<file path="config.mk">
export PLATFORM = sky130hd
export DESIGN_NAME = mac_16_operand_loader
export DESIGN_NICKNAME = d
export VERILOG_FILES = /design/src/rtl/mac_pkg.sv /design/src/rtl/mac_16_operand_loader.sv
export SDC_FILE = /design/constraint.sdc
export NUM_CORES = 1
export LEC_CHECK = 0
export BUFFER_PORTS_ARGS = -buffer_cell sky130_fd_sc_hd__clkbuf_2
export CORE_AREA = 2 2 242 244
export DETAILED_ROUTE_END_ITERATION = 8
export DIE_AREA = 0 0 244 246
export GPL_TIMING_DRIVEN = 1
export HOLD_SLACK_MARGIN = 0.15
export PLACE_DENSITY = 0.65
export SLEW_MARGIN = 25
export SYNTH_ARGS = -nofsm -noshare
export SYNTH_HDL_FRONTEND = slang
export SYNTH_SLANG_ARGS = --single-unit
</file>
<file path="constraint.sdc">
create_clock -name clk -period 3.67 [get_ports clk]
set_input_delay 0.734 -clock clk [delete_from_list [all_inputs] [get_ports clk]]
set_output_delay 0.734 -clock clk [all_outputs]
set_load 0.005 [all_outputs]
</file>
<file path="src/rtl/mac_pkg.sv">
// rtl/mac_pkg.sv - shared constants and state type for the MAC operand loader
package mac_pkg;

    localparam int DATA_W      = 32;
    localparam int N_LANES     = 16;
    localparam int IDX_W       = 4;
    localparam int TIMEOUT     = 15;
    localparam int MAC_LATENCY = 6;

    typedef enum logic [1:0] {
        FILL  = 2'd0,
        RUN   = 2'd1,
        DRAIN = 2'd2
    } state_t;

endpackage

</file>
<file path="src/rtl/mac_16_operand_loader.sv">
// rtl/mac_16_operand_loader.sv - packs 16 operands, runs the MAC job, hands the result downstream
module mac_16_operand_loader
    import mac_pkg::*;
#(
    parameter int DATA_W_P  = DATA_W,
    parameter int N_LANES_P = N_LANES,
    parameter int IDX_W_P   = IDX_W,
    parameter int TIMEOUT_P = TIMEOUT
) (
    input  logic                          clk,
    input  logic                          reset,
    input  logic [DATA_W_P-1:0]           in_data,
    input  logic                          in_valid,
    output logic                          in_ready,
    output logic [N_LANES_P*DATA_W_P-1:0] lanes,
    output logic                          mac_start,
    input  logic                          mac_valid,
    input  logic [DATA_W_P-1:0]           mac_result,
    output logic [DATA_W_P-1:0]           out_data,
    output logic                          out_valid,
    input  logic                          out_ready,
    output logic                          busy,
    output logic                          err
);

    localparam int WDOG_W = $clog2(TIMEOUT_P);

    state_t                state_q, state_d;
    logic [IDX_W_P-1:0]    idx_q, idx_d;
    logic [WDOG_W-1:0]     wdog_q, wdog_d;
    logic                  err_q, err_d;
    logic [DATA_W_P-1:0]   out_data_q, out_data_d;
    logic [DATA_W_P-1:0]   lanes_q [N_LANES_P];
    logic [DATA_W_P-1:0]   lanes_d [N_LANES_P];

    // Next-state logic: lane fill, MAC wait with watchdog, result drain
    always_comb begin
        state_d    = state_q;
        idx_d      = idx_q;
        wdog_d     = wdog_q;
        err_d      = err_q;
        out_data_d = out_data_q;
        lanes_d    = lanes_q;
        case (state_q)
            FILL: begin
                if (in_valid) begin
                    lanes_d[idx_q] = in_data;
                    if (idx_q == IDX_W_P'(N_LANES_P - 1)) begin
                        idx_d   = '0;
                        state_d = RUN;
                    end else begin
                        idx_d = idx_q + 1'b1;
                    end
                end
            end
            RUN: begin
                if (mac_valid) begin
                    out_data_d = mac_result;
                    wdog_d     = '0;
                    state_d    = DRAIN;
                end else if (wdog_q == WDOG_W'(TIMEOUT_P - 1)) begin
                    // The MAC never answered: drop the job and flag it until reset
                    err_d   = 1'b1;
                    wdog_d  = '0;
                    state_d = FILL;
                end else begin
                    wdog_d = wdog_q + 1'b1;
                end
            end
            DRAIN: begin
                if (out_ready) begin
                    state_d = FILL;
                end
            end
            default: begin
                state_d = FILL;
            end
        endcase
    end

    // State registers; reset discards any partially filled job
    always_ff @(posedge clk) begin
        if (reset) begin
            state_q    <= FILL;
            idx_q      <= '0;
            wdog_q     <= '0;
            err_q      <= 1'b0;
            out_data_q <= '0;
            for (int k = 0; k < N_LANES_P; k++) begin
                lanes_q[k] <= '0;
            end
        end else begin
            state_q    <= state_d;
            idx_q      <= idx_d;
            wdog_q     <= wdog_d;
            err_q      <= err_d;
            out_data_q <= out_data_d;
            lanes_q    <= lanes_d;
        end
    end

    // Handshake and control outputs decode from state only
    assign in_ready  = (state_q == FILL);
    assign mac_start = (state_q == RUN);
    assign out_valid = (state_q == DRAIN);
    assign busy      = (state_q == RUN) || (state_q == DRAIN);
    assign err       = err_q;
    assign out_data  = out_data_q;

    for (genvar g = 0; g < N_LANES_P; g++) begin : g_lanes
        assign lanes[g*DATA_W_P +: DATA_W_P] = lanes_q[g];
    end

endmodule

</file>
==> parameters.txt, run 1 <==
Parameter                              Value

Status
  Outcome    finished, final reports clean

Placed design
  Placed wire-length estimate after detailed placement    around 50000 um
  Worst setup slack before clock tree synthesis    roughly 1.0 ns
  Placer congestion estimate    just over 0.8
  Count of port buffers added during placement    ~600

Setup path
  Worst Setup EP    lanes[8]$_SDFFE_PP0P_
  End of the worst register-to-register path    lanes[8]$_SDFFE_PP0P_
  Count of cells along the worst register-to-register path    6
  Critical path depth in cells    6
  Number of buffer and inverter instances along the worst setup path    1
  Cell breakdown of the critical path    inv_1 -> ha_1 -> and2_1 -> nand3_2 -> nand2_1 -> a21oi_1
  Worst endpoint data arrival time    just under 3 ns
  Endpoint required time on the critical path    between 4 and 5 ns
  Internal reg-to-reg setup slack    around 1.2 ns
  Max stage delay on crit path    roughly 0.7 ns
  CP Capture Type    flop
  Top cell family by delay on the critical path    simple AND/OR/NAND/NOR gates
  Crit path launch type    flop
  Critical path fanouts, max    32
  Launch point of the worst reg-to-reg path    state_q[1]$_SDFFE_PP0P_
  Crit Path Class    reg -> reg
  Launching instance or port of the critical path    state_q[1]$_SDFFE_PP0P_
  Critical-path cell with the highest stage delay    sky130_fd_sc_hd__nand3_2

Floorplan
  Number of core rows    a little under 90
  Initial cell density of the core    ~34%
  Io pins    between 600 and 700
  Floorplan die height    ~250 um
  Chip Width    about 240 um
  Full die area    about 0.060 mm^2
  Total core area    between 0.05 and 0.06 mm^2

Clock tree
  CTS hold repair buffers    0
  Clock-pin slew on the worst setup and hold paths    around 0.060 ns
  CTS tree    yes
  TritonCTS Buffers    between 50 and 60
  Number of H-tree branching levels    2
  Clock buffer depth    3
  Library cell used as clock root buffer    sky130_fd_sc_hd__clkbuf_16
  Clock Latency Late Sink    about 0.60 ns
  Number of buffers inserted by post-CTS setup repair    0
  CTS sink count    ~560
  Count of instances resized after the clock tree is built    0

Yosys
  Library cells used by synthesis    28
  Dominant cells by area after synthesis    sky130_fd_sc_hd__dfxtp_1 57%, sky130_fd_sc_hd__nand2_1 21%, sky130_fd_sc_hd__a21oi_1 14%
  Cell area after synthesis    between 0.015 and 0.02 mm^2
  Sequential area share after synthesis    around 57%
  Leading cell type by number of instances after synthesis    sky130_fd_sc_hd__nand2_1
  Largest area contributor in the netlist    sky130_fd_sc_hd__dfxtp_1
  Area share of the largest cell type after synthesis    between 50% and 60%
  Commonest cells post-synth    1095 x sky130_fd_sc_hd__nand2_1, 555 x sky130_fd_sc_hd__dfxtp_1, 548 x sky130_fd_sc_hd__a21oi_1, 226 x sky130_fd_sc_hd__clkbuf_1, 17 x sky130_fd_sc_hd__nor2_1
  Post-synth ARST share    0%
  EDFF count, synth    0
  Primary FF master, synth    sky130_fd_sc_hd__dfxtp_1
  Synthesized area divided by synthesized cell count    between 7 and 8 um^2
  Count of yosys warnings during synthesis    0
  Post-synthesis net count    approximately 2600
  Count of state elements after synthesis    around 560
  Synthesized netlist cell count    about 2500

Timing
  Summed negative setup slack over all endpoints    0 ns
  Worst hold slack across all endpoints    0.348 ns
  Unrepaired setup endpoints after global routing    false
  Final worst-path cycle share    roughly two thirds
  Transition at the pin with the smallest max-transition slack    0.950 ns
  Highest Clock Rate    slightly above 400 MHz
  Setup skew after layout    roughly 0.019 ns
  Minimum clock period after layout    2.44 ns
  Slew HR    36.7%
  Pins Over Slew Limit    0
  Number of setup violations in the final report    0
  Final Worst Setup Slack    1.23 ns
  Final hold violations    0

GRT
  Remaining global-route overflow    0
  Number of antenna violations at the first check in global routing    1
  Largest net degree at the start of global routing    148
  Vias in the first global route    16900
  Global-route wire length before repair    between 100000 and 150000 um
  Combined global-route utilization of all metal layers    a little under a quarter

Power and ir drop
  Leakage power of the design    roughly 10 nW
  Pwr per Cell Area    509 mW/mm^2
  VDD IR-drop max    343 uV

Drt
  Vias after detailed routing    approximately 18000
  Antenna viol nets, final    0
  Pre-antenna DRT Iters    5
  Average wire length per cell after detail routing    a little under 20 um
  Total Routed Length    around 75000 um
  DR iter-0 viols    roughly 1400
  DRC violations left    0
  Vias per cell    4.84

Worst hold path
  Hold Path Class    in -> reg

Finish
  Fraction of final layout cells with drive strength greater than 1    25.5%
  Number of fill cells    roughly 5800
  Final Core Density    43.7%
  Total number of nets in the final design    about 3000
  Signed area change from the synthesized netlist to the final layout    28.9%

Job
  Max-cap violations    0
-- report_power, final --
| group | switching (W) | leakage, nW | total, W | internal, W |
|---|---|---|---|---|
| Sequential | 0.0000388 | 4.48 | 0.00613 | 0.00609 |
| Clock | 0.00246 | 0.958 | 0.00599 | 0.00353 |
| Combinational | 0.000475 | 4.41 | 0.000629 | 0.000154 |
| Total | 0.00298 | 9.84 | 0.0127 | 0.00977 |
-- cell families (layout without fill, tap and decap cells) --
group	count (synthesis)	after routing	synth area share (%)
xor gates and xnor gates	3	3	0.135
AOI/OAI and AO/OA	552	552	14.3
muxes	3	3	0.161
and+or+nand+nor	1155	1155	22.8
buffers and inverters	244	770	4.77
DFF	555	555	57.2
adders and majority gates	10	10	0.644
other	0	1	0
-- worst min-delay path by stage --
stage / depth (start not counted) / slack, ns / start / to
floorplan: 2 / 0.44 / err$_SDFFE_PP0P_ / err$_SDFFE_PP0P_
CTS: 3 / 0.31 / mac_result[30] / out_data[30]$_SDFFE_PP0P_
global route: 3 / 0.33 / mac_result[4] / out_data[4]$_SDFFE_PP0P_
detailed placement: 2 / 0.44 / err$_SDFFE_PP0P_ / err$_SDFFE_PP0P_
global placement: 2 / 0.44 / err$_SDFFE_PP0P_ / err$_SDFFE_PP0P_
finish: 3 / 0.35 / mac_result[18] / out_data[18]$_SDFFE_PP0P_
-- metrics by stage --
step	area, um^2	total power, W	std cells
final	25000	0.0127	3814
after global routing	25000	0.0131	3813
after CTS	25000	0.0129	3813
after detailed placement	23100	0.00689	3708
after global placement	23100	0.00689	3708
after floorplan	19400	0.00657	2522
-- layer usage --
metal	vias to the layer above	GRT usage, %	part of all wire, %
met3	139	6.83	10
met5	-	0	0
li1	8980	-	-
met1	8534	32.1	43
met2	805	36.6	44
met4	0	8.63	3.2
-- registers in the layout, summed over array words and instances, names as in the netlist --
register and count:
out_data 32, wdog_q 4, lanes 512, idx_q 4
state_q 2, err 1
-- worst reg2reg max path, delay by kind of cell (launching register included) --
kind	cells	cell delay, ns
AO/OA/AOI/OAI	1	0.08
adder cells (fa/ha/maj)	1	0.30
buffers and inverters	1	0.11
flip-flops	1	0.32
AND/OR/NAND/NOR	3	1.50
-- placed cells by master (no fill, tap or decap), types with 2 or more instances in the layout --
master | Yosys | layout
sky130_fd_sc_hd__or2_1 | 3 | 3
sky130_fd_sc_hd__nor2_4 | 0 | 7
sky130_fd_sc_hd__bufinv_16 | 0 | 4
sky130_fd_sc_hd__clkbuf_16 | 0 | 59
sky130_fd_sc_hd__buf_12 | 0 | 6
sky130_fd_sc_hd__clkinv_4 | 0 | 2
sky130_fd_sc_hd__a21oi_1 | 548 | 548
sky130_fd_sc_hd__nor2_2 | 0 | 5
sky130_fd_sc_hd__mux2i_1 | 2 | 2
sky130_fd_sc_hd__clkbuf_8 | 0 | 15
sky130_fd_sc_hd__nor2b_1 | 4 | 4
sky130_fd_sc_hd__clkbuf_1 | 226 | 11
sky130_fd_sc_hd__inv_1 | 8 | 8
sky130_fd_sc_hd__clkinv_2 | 0 | 8
sky130_fd_sc_hd__buf_4 | 0 | 34
sky130_fd_sc_hd__clkbuf_2 | 0 | 616
sky130_fd_sc_hd__inv_6 | 0 | 3
sky130_fd_sc_hd__and3_1 | 3 | 3
sky130_fd_sc_hd__ha_1 | 10 | 10
sky130_fd_sc_hd__nand2b_1 | 5 | 5
sky130_fd_sc_hd__dfxtp_1 | 555 | 555
sky130_fd_sc_hd__and2_1 | 2 | 2
sky130_fd_sc_hd__nor3_1 | 4 | 3
sky130_fd_sc_hd__nand2_1 | 1095 | 1094
sky130_fd_sc_hd__xnor2_1 | 2 | 2
sky130_fd_sc_hd__clkinvlp_4 | 0 | 3
sky130_fd_sc_hd__nor2_1 | 17 | 5
sky130_fd_sc_hd__nand3_1 | 16 | 9
sky130_fd_sc_hd__nand3_2 | 0 | 7
sky130_fd_sc_hd__nor3_4 | 0 | 3
-- area by class of cell --
type / instances / area (um^2) / area share (%)
Antenna cell: 1 / 2.50 / 0.00999
Clock buffer: 85 / 1720 / 6.88
Clock inverter: 20 / 226 / 0.904
Inverter: 8 / 30.0 / 0.120
Multi-Input combinational cell: 1723 / 7520 / 30.0
Sequential cell: 555 / 11100 / 44.4
Tap cell: 765 / 957 / 3.82
Timing Repair Buffer: 657 / 3470 / 13.9
No activity file was read; power rests on OpenSTA's default activity.
==> inputs of run 2 (changes only) <==
ABC_AREA = 1   (was unset)
CORE_AREA = 2 2 238 240   (was 2 2 242 244)
DIE_AREA = 0 0 240 242   (was 0 0 244 246)
PLACE_DENSITY = 0.67   (was 0.65)
clock period = 2.4 ns   (was 3.67 ns; I/O delays follow)
==> parameters.txt, run 2 <==
Parameter                              Value

Status
  Outcome    finished, final reports clean

Setup path
  Endpoint required time on the critical path    2.94 ns (-1.20 ns)
  Launching instance or port of the critical path    state_q[0]$_SDFFE_PP0P_
  Count of cells along the worst register-to-register path    9 (+3)
  Critical path fanouts, max    22 (-31%)
  Launch point of the worst reg-to-reg path    state_q[0]$_SDFFE_PP0P_
  End of the worst register-to-register path    lanes[365]$_SDFFE_PP0P_
  Worst endpoint data arrival time    2.52 ns (-0.39 ns)
  CP Capture Type    flop
  Internal reg-to-reg setup slack    0.42 ns (-0.81 ns)
  Crit Path Class    reg -> reg
  Crit path launch type    flop
  Worst Setup EP    lanes[365]$_SDFFE_PP0P_

Clock tree
  Number of buffers inserted by post-CTS setup repair    0 (unchanged)
  CTS sink count    555 (unchanged)
  CTS tree    yes
  Count of instances resized after the clock tree is built    0 (unchanged)
  Clock Latency Late Sink    0.61 ns (about the same)
  Clock-pin slew on the worst setup and hold paths    0.06 ns (about the same)
  Number of H-tree branching levels    2 (unchanged)
  Clock buffer depth    3 (unchanged)
  CTS hold repair buffers    23 (+23)
  Library cell used as clock root buffer    sky130_fd_sc_hd__clkbuf_16
  TritonCTS Buffers    56 (-1.8%)

GRT
  Number of antenna violations at the first check in global routing    2 (+1)
  Global-route wire length before repair    109000 um (-0.86%)
  Remaining global-route overflow    0 (unchanged)
  Combined global-route utilization of all metal layers    24.4% (+0.47 points)
  Vias in the first global route    17200 (+1.6%)
  Largest net degree at the start of global routing    85 (-43%)

Yosys
  Synthesized netlist cell count    2501 (-0.83%)
  Largest area contributor in the netlist    sky130_fd_sc_hd__dfxtp_1
  Cell area after synthesis    0.0197 mm^2 (+1.6%)
  Count of yosys warnings during synthesis    0 (unchanged)
  Area share of the largest cell type after synthesis    56.3% (-0.92 points)
  EDFF count, synth    0 (unchanged)
  Count of state elements after synthesis    555 (unchanged)
  Library cells used by synthesis    28 (unchanged)
  Primary FF master, synth    sky130_fd_sc_hd__dfxtp_1
  Leading cell type by number of instances after synthesis    sky130_fd_sc_hd__nor2_1
  Synthesized area divided by synthesized cell count    7.90 um^2 (+2.5%)
  Post-synthesis net count    2580 (-0.81%)
  Post-synth ARST share    0% (unchanged)
  Dominant cells by area after synthesis    sky130_fd_sc_hd__dfxtp_1 56%, sky130_fd_sc_hd__nor2_1 19%, sky130_fd_sc_hd__o21ai_0 12%
  Sequential area share after synthesis    56.3% (-0.92 points)
  Commonest cells post-synth    1018 x sky130_fd_sc_hd__nor2_1, 555 x sky130_fd_sc_hd__dfxtp_1, 470 x sky130_fd_sc_hd__o21ai_0, 101 x sky130_fd_sc_hd__clkbuf_1, 76 x sky130_fd_sc_hd__o21ai_1

Finish
  Fraction of final layout cells with drive strength greater than 1    26.1% (+0.60 points)
  Signed area change from the synthesized netlist to the final layout    28.0%
  Storage cell area    0.0111 mm^2 (unchanged)
  Leading cell types in the layout, fill and taps excluded    1018 x sky130_fd_sc_hd__nor2_1, 617 x sky130_fd_sc_hd__clkbuf_2, 555 x sky130_fd_sc_hd__dfxtp_1, 470 x sky130_fd_sc_hd__o21ai_0, 76 x sky130_fd_sc_hd__o21ai_1
  Number of fill cells    5593 (-3.3%)
  Post-layout instance area    0.0253 mm^2 (+0.97%)
  Total number of nets in the final design    3115 (+1.1%)
  Number of flip-flops in the largest register    512 (unchanged)
  Final non-filler cell total    3838 (+0.63%)
  Multi-input combinational cell area    0.00739 mm^2 (-1.7%)
  Commonest non-fill, non-tap cell in the layout    sky130_fd_sc_hd__nor2_1

Timing
  Unrepaired setup endpoints after global routing    false
  Minimum clock period after layout    1.98 ns (-0.457 ns)
  Setup skew after layout    0.0203 ns (+0.00147 ns)
  Final worst-path cycle share    82.5% (+16 points)
  Slew HR    46.4% (+9.8 points)
  Highest Clock Rate    505 MHz (+23%)
  Final hold violations    0 (unchanged)
  Number of setup violations in the final report    0 (unchanged)
  Transition at the pin with the smallest max-transition slack    0.804 ns (-0.146 ns)
  Pins Over Slew Limit    0 (unchanged)
  Summed negative setup slack over all endpoints    0 ns (unchanged)

Floorplan
  Floorplan die height    242 um (-1.6%)
  Io pins    618 (unchanged)
  Initial cell density of the core    35.4% (+1.6 points)
  Total core area    0.0557 mm^2 (-2.8%)
  Number of core rows    87 (-1.1%)
  Full die area    0.0581 mm^2 (-3.2%)
  Chip Width    240 um (-1.6%)

Worst hold path
  Worst min-delay path startpoint    mac_result[1]
  Hold Path Class    in -> reg

Power and ir drop
  Share of total power in sequential cells    48.2% (about the same)
  Total power of the final layout    0.0196 W (+54%)
  Leakage power of the design    12.3 nW (+25%)
  Cell internal power dissipation    0.0150 W (+54%)
  Power share of the combinational group    5.6% (+0.7 points)
  Fraction of power spent switching nets    23.4% (+0.056 points)
  Clk network pwr share    46.3% (-0.7 points)
  VDD IR-drop max    492 uV (+44%)
  Net switching power of the design    0.00459 W (+54%)
  Pwr per Cell Area    777 mW/mm^2 (+53%)

Placed design
  Placed wire-length estimate after detailed placement    48600 um (-1.8%)
  Post-placement cell area    0.0231 mm^2 (+0.22%)
  Inst Count DP    3711 (+0.081%)
  Count of port buffers added during placement    617 (unchanged)
  Placer congestion estimate    0.870 (+6.0%)

Drt
  DR iter-0 viols    1235 (-12%)
  Total Routed Length    74100 um (-1.7%)
  Antenna viol nets, final    0 (unchanged)
  Vias per cell    4.80 (-0.74%)
  DRC violations left    0 (unchanged)
  Pre-antenna DRT Iters    5 (unchanged)
  Average wire length per cell after detail routing    19.3 um (-2.3%)
  Vias after detailed routing    18400 (-0.11%)

Job
  Max-cap violations    0 (unchanged)
## run 2: layout make-up
class / instances / area share [%]
Antenna cell: 1 / 0.00990
Multi-Input combinational cell: 1684 / 29.2
Timing Repair Buffer: 673 / 14.4
Clock inverter: 19 / 0.935
Sequential cell: 555 / 43.9
Clock buffer: 84 / 6.64
Tap cell: 756 / 3.74
Inverter: 66 / 1.06
## run 2: routing by layer
layer  routed length (um)  GRT usage [%]
met1                30900           30.9
met2                33800           39.4
met3                 7340           7.58
met4                 2150           7.87
met5                    0              0
## run 2: cells by family (layout without fill, tap and decap cells)
group,after synthesis,in the layout,share of synthesized area (%)
fa+ha+maj,10,10,0.634
buf+inv,262,842,6.31
flops,555,555,56.3
simple gates,1086,1086,21.9
compound gates,587,587,14.9
xor+xnor,1,1,0.0444
other cells,0,1,0
## run 2: how the worst min path moves through the flow
stage | to | slack, ns | depth (start not counted)
global route | out_data[6]$_SDFFE_PP0P_ | 0.19 | 3
finish | out_data[1]$_SDFFE_PP0P_ | 0.19 | 3
CTS | out_data[1]$_SDFFE_PP0P_ | 0.15 | 3
detailed placement | lanes[113]$_SDFFE_PP0P_ | 0.43 | 2
floorplan | lanes[100]$_SDFFE_PP0P_ | 0.44 | 2
global placement | lanes[119]$_SDFFE_PP0P_ | 0.43 | 2
## run 2: per-stage QoR
stage                     worst slack (ns)  util (%)  hold WS (ns)
after floorplan                      0.876         -         0.440
after global placement               0.436      41.5         0.430
after detailed placement             0.385      41.5         0.434
after CTS                            0.348      45.4         0.150
after global routing                 0.197      45.4         0.190
final                                0.419      45.4         0.186
## run 2: critical path, cell delays in order, from the launching register on
cell and delay, ns:
sky130_fd_sc_hd__dfxtp_1 0.31, sky130_fd_sc_hd__inv_1 0.12, sky130_fd_sc_hd__ha_1 0.19, sky130_fd_sc_hd__nand2_2 0.12, sky130_fd_sc_hd__inv_4 0.15, sky130_fd_sc_hd__nand3_2 0.33
sky130_fd_sc_hd__inv_1 0.19, sky130_fd_sc_hd__buf_4 0.31, sky130_fd_sc_hd__nor2_1 0.08, sky130_fd_sc_hd__nor2_1 0.11
## run 2: power by group through the flow
stage / clock, W / combinational (W) / sequential [W]
after global routing: 0.00960 / 0.00117 / 0.00947
after CTS: 0.00918 / 0.00109 / 0.00945
after detailed placement: 0 / 0.00105 / 0.00966
after floorplan: 0 / 0.000469 / 0.00966
final: 0.00909 / 0.00109 / 0.00946
after global placement: 0 / 0.00105 / 0.00965
==> inputs of run 3 (changes only) <==
CORE_AREA = 2 2 244 246   (was 2 2 238 240)
DIE_AREA = 0 0 246 248   (was 0 0 240 242)
clock period = 1.7 ns   (was 2.4 ns; I/O delays follow)
==> parameters.txt, run 3 (same netlist as run 2, synthesis figures left out) <==
Parameter                              Value

Setup path
  Launching instance or port of the critical path    state_q[0]$_SDFFE_PP0P_
  CP Capture Type    primary output
  Endpoint required time on the critical path    1.36 ns (-1.58 ns)
  Crit path launch type    flop
  Launch point of the worst reg-to-reg path    state_q[0]$_SDFFE_PP0P_
  Internal reg-to-reg setup slack    0.05 ns (-0.37 ns)
  Crit Path Class    reg -> out
  Critical path fanouts, max    3 (-86%)
  Worst endpoint data arrival time    1.37 ns (-1.15 ns)

Finish
  Post-layout instance area    0.0266 mm^2 (+5.1%)
  Fraction of final layout cells with drive strength greater than 1    28.4% (+2.3 points)
  Commonest non-fill, non-tap cell in the layout    sky130_fd_sc_hd__nor2_1
  Total number of nets in the final design    3203 (+2.8%)
  Number of flip-flops in the largest register    512 (unchanged)
  Signed area change from the synthesized netlist to the final layout    34.5%
  Number of fill cells    5704 (+2.0%)
  Leading cell types in the layout, fill and taps excluded    1018 x sky130_fd_sc_hd__nor2_1, 614 x sky130_fd_sc_hd__clkbuf_2, 551 x sky130_fd_sc_hd__dfxtp_1, 455 x sky130_fd_sc_hd__o21ai_0, 76 x sky130_fd_sc_hd__o21ai_1

Clock tree
  TritonCTS Buffers    57 (+1.8%)
  Library cell used as clock root buffer    sky130_fd_sc_hd__clkbuf_16
  CTS sink count    555 (unchanged)
  Clock Latency Late Sink    0.60 ns (about the same)
  Number of H-tree branching levels    2 (unchanged)
  CTS tree    yes
  Clock buffer depth    3 (unchanged)
  Clock-pin slew on the worst setup and hold paths    0.06 ns (about the same)

Placed design
  Placed wire-length estimate after detailed placement    51200 um (+5.2%)
  Placer congestion estimate    0.811 (-6.8%)
  Post-placement cell area    0.0240 mm^2 (+3.7%)
  Count of port buffers added during placement    617 (unchanged)

Floorplan
  Number of core rows    89 (+2.3%)
  Chip Width    246 um (+2.5%)
  Full die area    0.0610 mm^2 (+5.0%)
  Initial cell density of the core    33.8% (-1.7 points)
  Total core area    0.0585 mm^2 (+4.9%)
  Io pins    618 (unchanged)
  Floorplan die height    248 um (+2.5%)

Status
  Failing checks    setup timing
  Outcome    finished with violations

GRT
  Largest net degree at the start of global routing    52 (-39%)
  Global-route wire length before repair    112000 um (+2.8%)
  Remaining global-route overflow    0 (unchanged)
  Number of antenna violations at the first check in global routing    0 (-2)
  Vias in the first global route    17800 (+3.7%)
  Combined global-route utilization of all metal layers    23.9% (-0.49 points)

Drt
  Total Routed Length    77700 um (+4.7%)
  Vias after detailed routing    19300 (+4.4%)
  DR iter-0 viols    1369 (+11%)
  DRC violations left    0 (unchanged)
  Pre-antenna DRT Iters    5 (unchanged)
  Antenna viol nets, final    0 (unchanged)
  Vias per cell    4.89 (+1.8%)
  Average wire length per cell after detail routing    19.7 um (+2.1%)

Timing
  Final Worst Setup Slack    -0.00823 ns (-0.427 ns)
  Unrepaired setup endpoints after global routing    true
  Final hold violations    0 (unchanged)
  Minimum clock period after layout    between 1.5 and 2 ns
  Transition at the pin with the smallest max-transition slack    0.785 ns (-0.0188 ns)
  Highest Clock Rate    roughly 600 MHz
  Slew HR    47.7% (+1.3 points)
  Setup skew after layout    0.0185 ns (-0.00177 ns)
  Pins Over Slew Limit    0 (unchanged)
  Final worst-path cycle share    100%
  Number of setup violations in the final report    2 (+2)

Power and ir drop
  VDD IR-drop max    755 uV (+54%)
  Leakage power of the design    12.8 nW (+4.4%)
  Total power of the final layout    0.0278 W (+41%)
  Pwr per Cell Area    1040 mW/mm^2 (+35%)

Job
  Max-cap violations    0 (unchanged)

Worst hold path
  Worst min-delay path startpoint    out_ready
  Hold Path Class    in -> reg
[run 3: cell types whose count changed in the layout (fill, tap and decap cells not counted), moves of 4 or more]
cell / before / now
sky130_fd_sc_hd__ha_1: 10 / 5
sky130_fd_sc_hd__clkinv_2: 9 / 5
sky130_fd_sc_hd__buf_12: 7 / 36
sky130_fd_sc_hd__dfxtp_1: 555 / 551
sky130_fd_sc_hd__buf_6: 0 / 9
sky130_fd_sc_hd__buf_8: 0 / 4
sky130_fd_sc_hd__buf_4: 26 / 61
sky130_fd_sc_hd__ha_4: 0 / 4
sky130_fd_sc_hd__o21ai_0: 470 / 455
sky130_fd_sc_hd__dlygate4sd3_1: 23 / 34
sky130_fd_sc_hd__dfxtp_2: 0 / 4
sky130_fd_sc_hd__o21ai_2: 0 / 14
[run 3: per-stage QoR]
stage / setup TNS (ns) / utilization, % / instances / worst slack (ns) / hold slack, ns
final: -0.0127 / 45.4 / 3937 / -0.00823 / 0.179
after global routing: -0.624 / 45.4 / 3936 / -0.0592 / 0.177
after CTS: -0.146 / 45.0 / 3930 / -0.0485 / 0.151
after detailed placement: -0.706 / 41.1 / 3794 / -0.0500 / 0.434
after global placement: -0.147 / 41.1 / 3794 / -0.0356 / 0.430
after floorplan: 0 / - / 2501 / 0.176 / 0.440
[run 3: layout make-up]
type	instances	area [um^2]	area share, %
antenna	1	2.50	0.00942
clock buffer	86	1690	6.34
clock inverter	12	170	0.641
inverter	66	298	1.12
multi-input combinational	1684	7520	28.3
sequential	555	11100	41.8
tap	773	967	3.64
timing repair buffer	760	4800	18.1
[run 3: where the power goes]
group,total [W],internal (W),switching (W)
sequential,0.0134,0.0132,0.000124
clock,0.0126,0.00739,0.00523
combinational,0.00178,0.000605,0.00118
[run 3: worst max-delay path: stages, from the launching register on]
cell and delay (ns):
sky130_fd_sc_hd__dfxtp_2 0.33, sky130_fd_sc_hd__inv_2 0.06, sky130_fd_sc_hd__buf_6 0.13, sky130_fd_sc_hd__ha_4 0.16, sky130_fd_sc_hd__buf_6 0.11
[run 3: path summary, 6_finish.rpt]
check                           depth (start not counted)                       to
worst max-delay path                                    4                 in_ready
worst min-delay path                                    7  state_q[1]$_SDFFE_PP0P_
worst max register to register                         11  lanes[132]$_SDFFE_PP0P_
worst min register to register                          2  lanes[108]$_SDFFE_PP0P_
[run 3: layer usage]
metal / track usage (%) / share of wire (%) / up-vias
met5: 0 / 0 / -
met4: 8.34 / 3.2 / 0
met3: 6.75 / 9.9 / 164
met2: 38.8 / 46 / 906
met1: 30.3 / 41 / 8973
li1: - / - / 9211
[run 3: repair_timing]
action	in CTS	in global routing
cloned	0	3
hold buffers	34	0
hold endpoints to repair	50	0
resized for setup	15	68
endpoints found under the setup margin	54	275
buffers inserted	4	3
pin swaps	4	19
